--- src/rtl/tranceiver_rx.sv ---
// ASCII move-string parser: "<col><row><tile>\n" -> {col, row, tile} with one-cycle valid/error pulses.
// Define TRANCEIVER_RX_ERR_EN to enable the move_error pulse (otherwise it is tied low).
module tranceiver_rx (
  input  logic        clock,
  input  logic        reset,
  input  logic [7:0]  rx_byte,
  input  logic        rx_done,
  output logic [21:0] move_out,
  output logic        move_valid,
  output logic        move_error
);

`ifdef TRANCEIVER_RX_ERR_EN
  localparam logic ERR_EN = 1'b1;
`else
  localparam logic ERR_EN = 1'b0;
`endif

  typedef enum logic [2:0] {
    s_IDLE,
    s_COL,
    s_ROW,
    s_EOL,
    s_DISCARD
  } state_t;

  state_t      state, state_n;
  logic [9:0]  col, col_n;
  logic [9:0]  row, row_n;
  logic [1:0]  tile, tile_n;
  logic [1:0]  col_cnt, col_cnt_n;
  logic [1:0]  row_cnt, row_cnt_n;
  logic [21:0] move_out_n;
  logic        valid_n;
  logic        err_n;

  logic        is_col, is_letter, is_digit, is_lf, is_cr, is_tile;
  logic [1:0]  tile_code;
  logic [4:0]  letter_val;
  logic [3:0]  digit_val;
  logic [9:0]  col_acc;
  logic [9:0]  row_acc;

  assign is_col     = (rx_byte >= 8'h40) && (rx_byte <= 8'h5A);
  assign is_letter  = (rx_byte >= 8'h41) && (rx_byte <= 8'h5A);
  assign is_digit   = (rx_byte >= 8'h30) && (rx_byte <= 8'h39);
  assign is_lf      = (rx_byte == 8'h0A);
  assign is_cr      = (rx_byte == 8'h0D);
  assign is_tile    = (rx_byte == 8'h2B) || (rx_byte == 8'h2F) || (rx_byte == 8'h5C);
  assign tile_code  = (rx_byte == 8'h2F) ? 2'b01 : (rx_byte == 8'h5C) ? 2'b10 : 2'b00;
  // '@'..'Z' map to 0..26 through their low five bits
  assign letter_val = rx_byte[4:0];
  assign digit_val  = rx_byte[3:0];
  assign col_acc    = (col * 10'd26) + {5'd0, letter_val};
  assign row_acc    = (row * 10'd10) + {6'd0, digit_val};

  always_ff @(posedge clock) begin
    if (reset) begin
      state      <= s_IDLE;
      col        <= '0;
      row        <= '0;
      tile       <= '0;
      col_cnt    <= '0;
      row_cnt    <= '0;
      move_out   <= '0;
      move_valid <= 1'b0;
      move_error <= 1'b0;
    end else begin
      state      <= state_n;
      col        <= col_n;
      row        <= row_n;
      tile       <= tile_n;
      col_cnt    <= col_cnt_n;
      row_cnt    <= row_cnt_n;
      move_out   <= move_out_n;
      move_valid <= valid_n;
      move_error <= err_n;
    end
  end

  always_comb begin
    logic bad;
    state_n    = state;
    col_n      = col;
    row_n      = row;
    tile_n     = tile;
    col_cnt_n  = col_cnt;
    row_cnt_n  = row_cnt;
    move_out_n = move_out;
    valid_n    = 1'b0;
    err_n      = 1'b0;
    bad        = 1'b0;

    if (rx_done) begin
      unique case (state)
        s_IDLE: begin
          if (is_col) begin
            col_n     = {5'd0, letter_val};
            col_cnt_n = 2'd1;
            state_n   = s_COL;
          end else if (!(is_lf || is_cr)) begin
            bad = 1'b1;
          end
        end
        s_COL: begin
          // a leading '@' (col==0) cannot take a second letter
          if (is_letter && (col_cnt == 2'd1) && (col != 10'd0)) begin
            col_n     = col_acc;
            col_cnt_n = 2'd2;
          end else if (is_digit) begin
            row_n     = {6'd0, digit_val};
            row_cnt_n = 2'd1;
            state_n   = s_ROW;
          end else begin
            bad = 1'b1;
          end
        end
        s_ROW: begin
          if (is_digit && (row_cnt < 2'd3)) begin
            row_n     = row_acc;
            row_cnt_n = row_cnt + 2'd1;
          end else if (is_tile) begin
            tile_n  = tile_code;
            state_n = s_EOL;
          end else begin
            bad = 1'b1;
          end
        end
        s_EOL: begin
          if (is_lf) begin
            move_out_n = {col, row, tile};
            valid_n    = 1'b1;
            state_n    = s_IDLE;
          end else if (!is_cr) begin
            bad = 1'b1;
          end
        end
        s_DISCARD: begin
          if (is_lf) state_n = s_IDLE;
        end
        default: state_n = s_IDLE;
      endcase

      // an offending LF already terminates the string, so skip discard
      if (bad) begin
        err_n   = ERR_EN;
        state_n = is_lf ? s_IDLE : s_DISCARD;
      end
    end
  end

endmodule

--- config.mk ---
export PLATFORM = sky130hd
export DESIGN_NAME = tranceiver_rx
export DESIGN_NICKNAME = d
export VERILOG_FILES = /design/src/rtl/tranceiver_rx.sv
export SDC_FILE = /design/constraint.sdc
export NUM_CORES = 1
export LEC_CHECK = 0
export CAP_MARGIN = 15
export CORE_AREA = 2 2 96 134
export DETAILED_ROUTE_END_ITERATION = 12
export DIE_AREA = 0 0 98 136
export SYNTH_ARGS = -nofsm -noshare
export SYNTH_HDL_FRONTEND = slang
export SYNTH_SLANG_ARGS = --single-unit
--- constraint.sdc ---
create_clock -name clock -period 4.29 [get_ports clock]
set_input_delay 1.0725 -clock clock [delete_from_list [all_inputs] [get_ports clock]]
set_output_delay 1.0725 -clock clock [all_outputs]
set_load 0.03 [all_outputs]
==> out/results.ini, run 1 <==
[run_status]
status=finished clean

[finish]
areaGrowthSynthToFinish_pct=17.14
antenna_cells=0
final_cell_area_um2=4173
final_net_count=504
drive_above_1_share_pct=5.310

[timing]
finalSetupTns_ps=0
finalClockSkew_ps=10.32
fin_crit_ps=3443
relSlewSlack_pct=50.16
fin_ws_ps=847.2
finalHoldViolations=0
setup_viol=0
min_period_over_period_pct=80.25
rsz0062_at_grt=no
tightest_slew_ps=747.6
max_freq_ghz=0.2905
drv_slew=0

[synthesis]
synth.avg_cell_area_um2=8.323
seq_area_frac_synth_pct=29.22
yosysUniqueCellTypes=61
ys.flop_type=dfxtp_1
syn_nets=481
syn_inst=428
synth-edff-count=0
synth_warnings=0
synth_area_um2=3562
ys_seq_elements=52
async_flop_share_pct=0

[floorplan]
ioPinCount=35
start_util_pct=29.22
num_rows=48
die_h_um=136
core_area_um2=12190
die_w_um=98
die_area_um2=13330

[clock_tree]
ctsRootBufferMaster=clkbuf_16
clk_path_buf_depth=2
h-tree-depth=2
cts_tree=yes
cts_sinks=52
numCtsBuffers=5
path_clk_slew_ps=70
cts_setup_buffers=0
cts-resized-gates=0
clkLatencyLatePin_ps=290
hold_buffers=0

[worst_setup_path]
cp-start-kind=input pin
cp_cell_sequence=clkdlybuf4s50_1 -> ha_1 -> inv_1 -> fa_1 -> nand2b_1 -> a21oi_1 -> nor3b_1 -> nand4_1 -> a2111oi_0 -> nand3b_1
max_stage_delay_ps=500
worstPathArrival_ps=3680
endpoint_kind=flip-flop
cp.required_ps=4530
critPathKind=in2reg
critical_path.slowest_cell=clkdlybuf4s50_1
crit_fanout=3

[drt]
drc_errors=0
drt-total-wl_um=8856
viasPerCell=5.126
vias=3086
wl_per_cell_um=14.71
initialDrtViolationCount=103
dr.pass1.iters=4
postRouteAntennaNets=0

[grt]
grt.total_usage_pct=13.90
grt_pass1_vias=3142
antenna_found_initial=0
grt_pass1_wl_um=15130
grt_max_degree=41
grt.overflow.total=0

[min_path]
min_path_type=reg2reg

[placement]
routabilityCongestion=0.8985
io_buffers=33
place_area_um2=4023
dp_hpwl_um=6875
pre_cts_slack_ps=530.9

[flow_run]
maxCapViolations=0

[pwr]
p_per_area_nw_per_um2=253.3
ir_drop_mv=0.1554
leakage_nw=1.743

## kinds of logic after synthesis
group	synth area share, %
xor gates and xnor gates	5.163
other	0.1053
and+or+nand+nor	23.43
DFF	29.22
muxes	4.215
AOI/OAI and AO/OA	15.21
buffers and inverters	6.217
adders and majority gates	16.44
## final cells by class
class / instances / area (µm²)
clock buffer: 7 / 142.6
multi-input combinational: 320 / 2300
timing repair buffer: 39 / 370.4
fill: 1277 / 8019
clock inverter: 1 / 7.507
sequential: 52 / 1041
inverter: 33 / 123.9
tap: 150 / 187.7
## layout by cell type, fill, tap and decap left out, types with 3 or more instances in the layout
cell type / instances
o21ai_0: 6
or3_1: 5
nand4_1: 7
nor4_1: 5
clkdlybuf4s50_1: 32
a31o_2: 3
o211ai_1: 3
and3b_1: 3
nor2_1: 65
a21oi_1: 31
nand3b_1: 6
clkbuf_16: 5
inv_1: 33
nand2b_1: 10
buf_4: 6
a22oi_1: 3
fa_1: 8
nor4b_1: 3
dfxtp_1: 52
xor2_1: 10
mux2i_1: 15
ha_1: 34
nand3_1: 7
a311oi_1: 3
a211oi_1: 7
nand2_1: 20
nor3b_1: 5
nor2b_1: 4
xnor2_1: 11
nor3_1: 5
a21o_1: 5
## where the power goes
group          switching (W)  internal [W]
logic              0.0000871     0.0000600
registers          0.0000154      0.000489
clock network       0.000173      0.000233
total               0.000276      0.000781
## cell usage after synthesis (all sizes together), types with 7 or more instances
cell	n	area share [%]
ha	34	12
a211oi	7	1.5
nor2	65	6.8
clkbuf	15	1.6
fa	8	4.5
nand3	7	0.98
buf	8	1.2
nand2	20	2.1
xnor2	11	2.7
a21oi	32	4.6
nand4	7	1.2
dfxtp	52	29
xor2	10	2.5
inv	33	3.5
nand2b	10	1.8
mux2i	15	4.2
## state kept, by name (all words and copies together) (netlist names)
name	cells
row_cnt	2
state	3
row	10
move_valid	1
tile	2
move_out	22
col	10
col_cnt	2
## through the flow
step                      hold WS (ps)   power, W  utilization [%]  instances
after floorplan                  431.2  0.0006179                -        428
after global placement           439.4  0.0006596            32.99        594
after detailed placement         446.1  0.0006623            32.99        594
after CTS                        456.6   0.001071            34.23        602
after global routing             492.5   0.001111            34.23        602
final                            452.3   0.001057            34.23        602
## per-layer routing
layer,vias up,routed length (µm),global-route usage [%]
met5,-,0,0
met3,23,227,2.211
met4,0,295,5.941
met2,52,4838,26.86
met1,1469,3494,14.72
li1,1542,-,-
## final timing paths
check,start,to,slack (ps),cells after the start
min reg2reg,col_cnt[1],col_cnt[1],450,2
min,col_cnt[1],col_cnt[1],450,2
max reg2reg,col[2],col[9],950,12
max,rx_byte[1],col[9],850,10
## worst max-delay path, delay by kind of cell
kind | cells | cell delay [ps]
and+or+nand+nor | 4 | 880
adders and majority gates | 2 | 550
buffers and inverters | 2 | 560
AOI/OAI and AO/OA | 2 | 630
Power figures use the tool's default switching activity.
==> inputs of run 2 (changes only) <==
==> constraint.sdc (replaced) <==
create_clock -name clock -period 3.6 [get_ports clock]
set_input_delay 0.9 -clock clock [delete_from_list [all_inputs] [get_ports clock]]
set_output_delay 0.9 -clock clock [all_outputs]
set_load 0.03 [all_outputs]
==> run 2 against run 1 <==
  * Non-clock buffer count increased by 5
  * Sequential share of layout area decreased by 0.22 points
  * Routed wire length increased by 3.7%
  * Final cell count increased by 0.83%
  * First-iteration DRC count increased by 3.9%
  * Clock power increased by 23%
  * Via count increased by 0.94%
  * Die area unchanged
  * Critical path type is now reg2reg
  * Critical endpoint unchanged
  * Highest routed layer unchanged
==> out/results.ini, run 2 (same netlist as run 1, synthesis figures left out) <==
[run_status]
status=finished clean

[pwr]
p_total_w=0.001280  ; +21%
seqPwrFrac_pct=47.0  ; -0.7 points
ir_drop_mv=0.1978  ; +27%
switching_share_pct=27.04  ; +0.97 points
power.internal_w=0.0009336  ; +19%
power_switching_w=0.0003460  ; +26%
clkPwrFrac_pct=38.9  ; +0.5 points
pwr-share-comb_pct=14.1  ; +0.2 points
leakage_nw=1.768  ; +1.5%
p_per_area_nw_per_um2=303.9  ; +20%

[finish]
areaGrowthSynthToFinish_pct=18.19
fin_util_pct=34.53  ; +0.31 points
mostFrequentLayoutCells=nor2_1 (65), dfxtp_1 (52), ha_1 (34), inv_1 (33), clkdlybuf4s50_1 (32)
antenna_cells=0  ; unchanged
fillers=1276  ; -0.078%
drive_above_1_share_pct=6.346  ; +1.0 points
top_regs=move_out x22, col x10, row x10
top_register=move_out
mostFrequentLayoutCell=nor2_1
final_net_count=509  ; +0.99%
final_cells=607  ; +0.83%
largest_reg_flops=22  ; unchanged

[placement]
io_buffers=33  ; unchanged
placed_cells=599  ; +0.84%
routabilityCongestion=0.8649  ; -3.7%
dp_hpwl_um=7064  ; +2.8%

[timing]
drv_slew=0  ; unchanged
finalSetupTns_ps=0  ; unchanged
finalHoldViolations=0  ; unchanged
min_period_over_period_pct=92.31
tightest_slew_ps=648.3  ; -99.36 ps
relSlewSlack_pct=56.78  ; +6.6 points
setup_viol=0  ; unchanged
fin_crit_ps=3323
max_freq_ghz=0.3009
timing.hold.ws_ps=460.9  ; +8.621 ps
rsz0062_at_grt=no
finalClockSkew_ps=6.623  ; -3.698 ps

[worst_setup_path]
crit_fanout=5  ; +2
critPathKind=reg2reg
worstPathArrival_ps=3560  ; -120 ps
cp-start-kind=flip-flop
endpoint_kind=flip-flop
cp.required_ps=3830  ; -700 ps

[clock_tree]
cts_sinks=52  ; unchanged
clk_path_buf_depth=2  ; unchanged
ctsRootBufferMaster=clkbuf_16
clkLatencyLatePin_ps=290  ; about the same
cts-resized-gates=0  ; unchanged
hold_buffers=0  ; unchanged
path_clk_slew_ps=70  ; about the same
numCtsBuffers=5  ; unchanged
h-tree-depth=2  ; unchanged
cts_tree=yes
cts_setup_buffers=0  ; unchanged

[floorplan]
die_area_um2=13330  ; unchanged
ioPinCount=35  ; unchanged
start_util_pct=29.22  ; unchanged
die_w_um=98  ; unchanged
die_h_um=136  ; unchanged
core_area_um2=12190  ; unchanged
num_rows=48  ; unchanged

[drt]
drt-total-wl_um=9186  ; +3.7%
viasPerCell=5.132  ; +0.11%
drc_errors=0  ; unchanged
dr.pass1.iters=4  ; unchanged
vias=3115  ; +0.94%
postRouteAntennaNets=0  ; unchanged
wl_per_cell_um=15.13  ; +2.9%
initialDrtViolationCount=107  ; +3.9%

[grt]
grt_pass1_wl_um=15320  ; +1.3%
antenna_found_initial=0  ; unchanged
grt.total_usage_pct=14.10  ; +0.20 points
grt_pass1_vias=3221  ; +2.5%
grt.overflow.total=0  ; unchanged
grt_max_degree=37  ; -9.8%

[min_path]
min_path_type=reg2reg

[flow_run]
maxCapViolations=0  ; unchanged

==> run 2: area by class of cell <==
class                           instances  area, µm²  area share (%)
Clock inverter                          1      7.507          0.1783
Timing Repair Buffer                   44      407.9           9.688
Multi-Input combinational cell        320       2300           54.62
Tap cell                              150      187.7           4.458
Inverter                               33      123.9           2.942
Sequential cell                        52       1041           24.73
Clock buffer                            7      142.6           3.388
==> run 2: final timing paths <==
check                to  depth (start not counted)       start  slack [ps]
min          row_cnt[1]                          2  row_cnt[1]         460
min reg2reg  row_cnt[1]                          2  row_cnt[1]         460
max              col[9]                         12      col[2]         280
max reg2reg      col[9]                         12      col[2]         280
==> run 2: stage by stage <==
stage	area, µm²	setup WS (ps)
after floorplan	3562	543.3
after global placement	4060	100.0
after detailed placement	4060	8.523
after CTS	4210	243.2
after global routing	4210	123.1
final	4210	276.9
==> run 2: power by group through the flow <==
stage / Clock [W] / Combinational [W] / Sequential, W
6_report: 0.000498 / 0.000180 / 0.000601
3_5_place_dp: 0 / 0.000179 / 0.000614
5_1_grt: 0.000529 / 0.000200 / 0.000603
3_3_place_gp: 0 / 0.000175 / 0.000613
4_1_cts: 0.000512 / 0.000181 / 0.000601
2_1_floorplan: 0 / 0.000136 / 0.000600
==> run 2: metal layers <==
layer  routed length (µm)  global-route usage, %
met5                    0                      0
met4                  232                  6.250
met3                  278                  1.388
met2                 5076                  28.01
met1                 3599                  14.75
==> run 2: worst max-delay path: stages (launching register included) <==
cell,delay [ps]
dfxtp_1,440
inv_1,110
ha_1,290
inv_1,60
fa_1,510
inv_1,50
ha_1,330
or2_2,300
and3_1,200
nor2_1,210
nand4_1,140
a2111oi_0,440
nand3b_1,170
